### src/rtl/ascii_rx_pkg.sv
// Shared types and constants for the character-display write receiver.
package ascii_rx_pkg;

    localparam int unsigned COLS      = 80;
    localparam int unsigned ROWS      = 60;
    localparam int unsigned CELLS_DEF = COLS * ROWS;
    localparam int unsigned ADDR_W    = 13;
    localparam int unsigned DATA_W    = 32;
    localparam int unsigned CHAR_W    = 8;
    localparam int unsigned ATTR_W    = 24;

    // One queued cell write; field order matches {wr_addr, wr_data}.
    typedef struct packed {
        logic [ADDR_W-1:0] addr;
        logic [CHAR_W-1:0] chr;
        logic [ATTR_W-1:0] attr;
    } cell_entry_t;

    typedef enum logic {
        IDLE,
        WRITE
    } drain_state_t;

    function automatic cell_entry_t make_entry(input logic [ADDR_W-1:0] addr,
                                               input logic [DATA_W-1:0] data);
        cell_entry_t e;
        e.addr = addr;
        e.chr  = data[31:24];
        e.attr = data[23:0];
        return e;
    endfunction

endpackage

### src/rtl/ascii_rx_fifo.sv
// Synchronous FIFO with registered full/empty/count; head is a combinational peek.
module ascii_rx_fifo #(
    parameter int unsigned DEPTH   = 8,
    parameter type         entry_t = logic [44:0],
    localparam int unsigned CW     = $clog2(DEPTH) + 1
) (
    input  logic          clk,
    input  logic          rst,
    input  logic          push,
    input  entry_t        push_data,
    input  logic          pop,
    output entry_t        head_c,
    output logic          full,
    output logic          empty,
    output logic [CW-1:0] count
);

    localparam int unsigned PW = $clog2(DEPTH);

    entry_t          mem [DEPTH];
    logic [PW-1:0]   rd_ptr;
    logic [PW-1:0]   wr_ptr;
    logic [CW-1:0]   count_next;
    logic            push_ok;
    logic            pop_ok;

    // A push is refused while full even if a pop happens in the same cycle.
    assign push_ok = push && !full;
    assign pop_ok  = pop && !empty;
    assign head_c  = mem[rd_ptr];

    always_comb begin
        count_next = count;
        if (push_ok && !pop_ok) begin
            count_next = count + CW'(1);
        end else if (!push_ok && pop_ok) begin
            count_next = count - CW'(1);
        end
    end

    always_ff @(posedge clk) begin
        if (push_ok) begin
            mem[wr_ptr] <= push_data;
        end
    end

    // Pointers are log2(DEPTH) wide, so they wrap modulo DEPTH for free.
    always_ff @(posedge clk) begin
        if (rst) begin
            rd_ptr <= '0;
            wr_ptr <= '0;
            count  <= '0;
            full   <= 1'b0;
            empty  <= 1'b1;
        end else begin
            if (push_ok) wr_ptr <= wr_ptr + PW'(1);
            if (pop_ok)  rd_ptr <= rd_ptr + PW'(1);
            count <= count_next;
            full  <= (count_next == CW'(DEPTH));
            empty <= (count_next == CW'(0));
        end
    end

endmodule

### src/rtl/ascii_write_receiver.sv
// Buffers {char, attr} display writes and drains them into the cell RAM around scanout.
// Optional ASCII_RX_DEDUP_EN: collapse held/repeated writes into one FIFO entry.
import ascii_rx_pkg::*;

module ascii_write_receiver #(
    parameter int unsigned DEPTH = 8,
    parameter int unsigned CELLS = CELLS_DEF
) (
    input  logic                clk,
    input  logic                rst,
    input  logic                wr_en,
    input  logic [ADDR_W-1:0]   wr_addr,
    input  logic [DATA_W-1:0]   wr_data,
    input  logic                scan_busy,
    output logic                full,
    output logic                empty,
    output logic                overflow,
    output logic                range_err,
    output logic [7:0]          drop_count,
    output logic                cell_we,
    output logic [ADDR_W-1:0]   cell_addr,
    output logic [CHAR_W-1:0]   cell_char,
    output logic [ATTR_W-1:0]   cell_attr
);

    localparam int unsigned CW = $clog2(DEPTH) + 1;

    logic          capture_c;
    logic          in_range_c;
    logic          range_drop_c;
    logic          ovf_drop_c;
    logic          push_c;
    logic          pop_c;
    logic [CW-1:0] fifo_count;
    cell_entry_t   head_c;
    drain_state_t  state;

`ifdef ASCII_RX_DEDUP_EN
    logic              wr_en_q;
    logic [ADDR_W-1:0] last_addr;
    logic [DATA_W-1:0] last_data;

    // New write on a rising enable or whenever the pair differs from the last capture.
    assign capture_c = wr_en && (!wr_en_q || (wr_addr != last_addr) || (wr_data != last_data));

    always_ff @(posedge clk) begin
        if (rst) begin
            wr_en_q   <= 1'b0;
            last_addr <= '0;
            last_data <= '0;
        end else begin
            wr_en_q <= wr_en;
            if (capture_c) begin
                last_addr <= wr_addr;
                last_data <= wr_data;
            end
        end
    end
`else
    assign capture_c = wr_en;
`endif

    // Range check takes priority; fullness uses the count before this cycle's pop.
    assign in_range_c   = (32'(wr_addr) < CELLS);
    assign range_drop_c = capture_c && !in_range_c;
    assign ovf_drop_c   = capture_c && in_range_c && (fifo_count >= CW'(DEPTH));
    assign push_c       = capture_c && in_range_c && !(fifo_count >= CW'(DEPTH));

    always_comb begin
        pop_c = 1'b0;
        case (state)
            IDLE, WRITE: pop_c = !empty && !scan_busy;
            default:     pop_c = 1'b0;
        endcase
    end

    ascii_rx_fifo #(
        .DEPTH   (DEPTH),
        .entry_t (cell_entry_t)
    ) u_fifo (
        .clk       (clk),
        .rst       (rst),
        .push      (push_c),
        .push_data (make_entry(wr_addr, wr_data)),
        .pop       (pop_c),
        .head_c    (head_c),
        .full      (full),
        .empty     (empty),
        .count     (fifo_count)
    );

    // Sticky error flags and saturating drop counter.
    always_ff @(posedge clk) begin
        if (rst) begin
            overflow   <= 1'b0;
            range_err  <= 1'b0;
            drop_count <= '0;
        end else begin
            if (range_drop_c) range_err <= 1'b1;
            if (ovf_drop_c)   overflow  <= 1'b1;
            if ((range_drop_c || ovf_drop_c) && (drop_count != 8'hFF)) begin
                drop_count <= drop_count + 8'(1);
            end
        end
    end

    // Drain FSM: a popped head is always written on the following cycle.
    always_ff @(posedge clk) begin
        if (rst) begin
            state     <= IDLE;
            cell_we   <= 1'b0;
            cell_addr <= '0;
            cell_char <= '0;
            cell_attr <= '0;
        end else begin
            cell_we <= 1'b0;
            case (state)
                IDLE: begin
                    if (pop_c) begin
                        state     <= WRITE;
                        cell_we   <= 1'b1;
                        cell_addr <= head_c.addr;
                        cell_char <= head_c.chr;
                        cell_attr <= head_c.attr;
                    end
                end
                WRITE: begin
                    if (pop_c) begin
                        cell_we   <= 1'b1;
                        cell_addr <= head_c.addr;
                        cell_char <= head_c.chr;
                        cell_attr <= head_c.attr;
                    end else begin
                        state <= IDLE;
                    end
                end
                default: state <= IDLE;
            endcase
        end
    end

endmodule

### config.mk
export PLATFORM = sky130hd
export DESIGN_NAME = ascii_write_receiver
export DESIGN_NICKNAME = d
export VERILOG_FILES = /design/src/rtl/ascii_rx_pkg.sv /design/src/rtl/ascii_rx_fifo.sv /design/src/rtl/ascii_write_receiver.sv
export SDC_FILE = /design/constraint.sdc
export NUM_CORES = 1
export LEC_CHECK = 0
export CAP_MARGIN = 20
export CORE_UTILIZATION = 31
export CTS_CLUSTER_DIAMETER = 40
export DETAILED_ROUTE_END_ITERATION = 12
export PLACE_DENSITY = 0.52
export SYNTH_ARGS = -nofsm -noshare
export SYNTH_HDL_FRONTEND = slang
export SYNTH_SLANG_ARGS = --single-unit
### constraint.sdc
create_clock -name clk -period 14.4 [get_ports clk]
set_clock_uncertainty 0.1 [all_clocks]
set_input_delay 1.44 -clock clk [delete_from_list [all_inputs] [get_ports clk]]
set_output_delay 1.44 -clock clk [all_outputs]
set_load 0.03 [all_outputs]
==> impl_metrics.toml <==
[synth]
yosys.area.top_type = "edfxtp_1"
synth_warnings = 0
syn_inst = 806
synth_top_area_share = 0.673
synth-edff-count = 360
synth_seq_cells = 428
synth_area_per_cell_sq_um = 19.9
ys_types = 41
yosysSeqAreaShare = 0.758
async_flop_share = 0
synth.area.top_cells = "edfxtp_1 (67%), mux4_2 (13%), dfxtp_1 (8.5%)"
syn_area_sq_um = 16100
synth_ff_type = "edfxtp_1"
syn_nets = 860

[placement]
place_congestion = 0.682
port_buffers = 106
dp.final_hpwl_mm = 18.8

[sta]
rsz0062_at_grt = "false"
slew_headroom = 0.310
setup_violations = 0
fin_tns_setup_ns = 0
fin_crit_sh = 0.295
slew_viol_final = 0
max_freq_mhz = 235
period_minus_slack_ns = 4.25
worst_pin_slew_ns = 1.04
hold_violations = 0

[floorplan]
initial_utilization = 0.314
die_h_um = 230
die_area_sq_um = 52700
die_w_um = 230
ioPinCount = 107
rows = 83
core_area_sq_um = 51200

[critical_path]
r2r_start = "u_fifo.rd_ptr[0]"
cp_max_fo = 36
cp-end-kind = "flop"
critPathArrivalTime_ns = 4.37
r2r_cells = 5
required_ns = 14.52
reg2reg_slack_ns = 11.02
critPathKind = "input pin to flop"
reg2reg_to = "cell_attr[20]"
critPathLaunchType = "input pin"

[clock_network]
post_cts_resized = 0
clk_latency_ns = 0.60
clkTransAtPathRegs_ns = 0.05
cts_buffers = 59
postCtsSetupBuffers = 0
cts_hold_buf = 0
cts_tree = "built"
h-tree-depth = 2
clock_path_buffers = 3
cts-root-buf = "clkbuf_16"
clock_sinks = 428

[grt]
grt_usage = 0.131
first_global_vias = 8289
grt_pass1_wl_mm = 51.8
grt-ovfl-total = 0
grt_max_degree = 101
antenna_found_initial = 1

[worst_hold_path]
min_from = "overflow"
hold_path_class = "flop to flop"
hold_path_depth = 2
holdPathEnd = "overflow"

[layout]
area_growth_pct = 24.7
diodes = 0
drive_gt1_frac = 0.229
final_util = 0.391
nets = 1002

[detailed_routing]
vias = 7826
vias_per_cell = 4.66
wire_per_inst_um = 19.9
routed_wl_mm = 33.4
dr.first_iter.drc_count = 387
ant_nets = 0
first_pass_iters = 6
drc_errors = 0

[power]
p_leak_nw = 6.14
ir_worst_vdd_mv = 0.103
power_density_nw_per_um2 = 170

[run_status]
status = "finished, final reports clean"

[run]
max_cap_viol_count = 0
[flip-flops by register name, indices dropped and copies added (netlist names)]
| signal | cells |
|---|---|
| drop_count | 8 |
| cell_addr | 13 |
| cell_char | 8 |
| u_fifo.mem | 360 |
| u_fifo.empty | 1 |
| u_fifo.rd_ptr | 3 |
| cell_attr | 24 |
| u_fifo.full | 1 |
| overflow | 1 |
| u_fifo.wr_ptr | 3 |
| u_fifo.count | 4 |
| state | 1 |
| range_err | 1 |
[cell usage after synthesis (all sizes together), types with 2 or more instances]
cell,instances
clkbuf,26
o21ai,7
xnor2,12
nor3,4
a31oi,4
edfxtp,360
nand4,2
nor4,4
dfxtp,68
nand3,7
nor2,64
a21oi,5
nand2,10
nor3b,5
a211oi,45
inv,3
buf,18
xor2,3
a311oi,2
ha,5
mux2i,47
nor4b,2
mux4,90
[placed cells by master, fill, tap and decap left out, types with 2 or more instances in the layout]
master / synthesis / routed
a211oi_1: 45 / 45
a21oi_1: 5 / 5
a311oi_1: 2 / 2
a31oi_1: 3 / 3
buf_4: 0 / 17
bufinv_16: 0 / 4
clkbuf_1: 26 / 7
clkbuf_16: 0 / 60
clkbuf_8: 0 / 3
clkdlybuf4s50_1: 0 / 105
clkinv_1: 0 / 3
clkinv_2: 0 / 2
clkinv_4: 0 / 11
clkinv_8: 0 / 2
clkinvlp_4: 0 / 7
dfxtp_1: 68 / 65
dfxtp_4: 0 / 3
edfxtp_1: 360 / 360
ha_1: 5 / 5
inv_1: 3 / 3
inv_6: 0 / 9
inv_8: 0 / 4
mux2i_1: 47 / 47
mux4_2: 90 / 90
nand2_1: 10 / 10
nand3_1: 7 / 7
nand4_1: 2 / 2
nor2_1: 63 / 62
nor2_4: 0 / 2
nor3_1: 4 / 2
nor3_2: 0 / 2
nor3b_1: 4 / 2
nor3b_2: 0 / 2
nor4_1: 4 / 3
nor4b_2: 0 / 2
o21ai_0: 6 / 6
xnor2_1: 12 / 12
xor2_1: 3 / 3
[critical path: stages]
cell and delay, ns:
clkdlybuf4s50_1 0.69, o21a_1 0.26, a31oi_1 0.28, nand3_1 0.28
nor3b_2 0.77, buf_4 0.62
[worst max-delay path by stage]
stage | depth (start not counted) | endpoint | start | slack (ns)
after floorplan | 4 | u_fifo.mem[2][0] | wr_addr[6] | 7.00
after global placement | 6 | u_fifo.mem[6][16] | wr_addr[12] | 9.32
final | 6 | u_fifo.mem[5][21] | wr_addr[12] | 10.15
after global routing | 6 | u_fifo.mem[5][21] | wr_addr[12] | 9.99
after detailed placement | 6 | u_fifo.mem[6][16] | wr_addr[12] | 9.26
after CTS | 6 | u_fifo.mem[6][28] | wr_addr[12] | 9.90
[power by group]
| part | internal, mW | switching [mW] | total, mW | leakage, nW |
|---|---|---|---|---|
| clock | 0.870 | 0.569 | 1.44 | 0.963 |
| sequential | 1.41 | 0.0460 | 1.46 | 3.81 |
| combinational | 0.234 | 0.266 | 0.500 | 1.36 |
[final cells by class]
class | instances | area [sq um]
flip-flops and latches | 428 | 12200
well taps | 680 | 851
multi-input cells | 331 | 3740
clock buffers | 70 | 1570
inverters | 3 | 11.3
clock inverters | 42 | 447
fillers | 4684 | 31200
repair buffers | 125 | 1220
[metrics by stage]
step                setup WS [ns]  std cells  total power, mW  hold slack, ns  cell area [sq um]
CTS                          9.90       1676             3.45           0.374              20000
finish                      10.15       1679             3.40           0.371              20000
global route                 9.99       1679             3.54           0.417              20000
global placement             9.32       1564             1.99           0.371              18000
detailed placement           9.26       1564             1.99           0.359              18000
floorplan                    7.00        806             1.82           0.418              16100
[metal layers]
layer  global-route usage  share of wire  up-vias
li1                     -              -     3602
met1                0.171           0.44     3997
met2                0.213           0.49      162
met3               0.0274          0.048       63
met4               0.0488          0.024        2
met5                    0        0.00030        -
[cells by family (layout without fill, tap and decap cells)]
family / Yosys count / in the layout / share of synthesized area
adder cells (fa/ha/maj): 5 / 5 / 0.00390
AND/OR/NAND/NOR: 105 / 105 / 0.0304
flip-flops: 428 / 428 / 0.758
XOR/XNOR: 15 / 15 / 0.00818
AO/OA/AOI/OAI: 68 / 68 / 0.0312
buffers and inverters: 47 / 240 / 0.0122
multiplexers: 138 / 138 / 0.156
No activity file was read; power rests on OpenSTA's default activity.
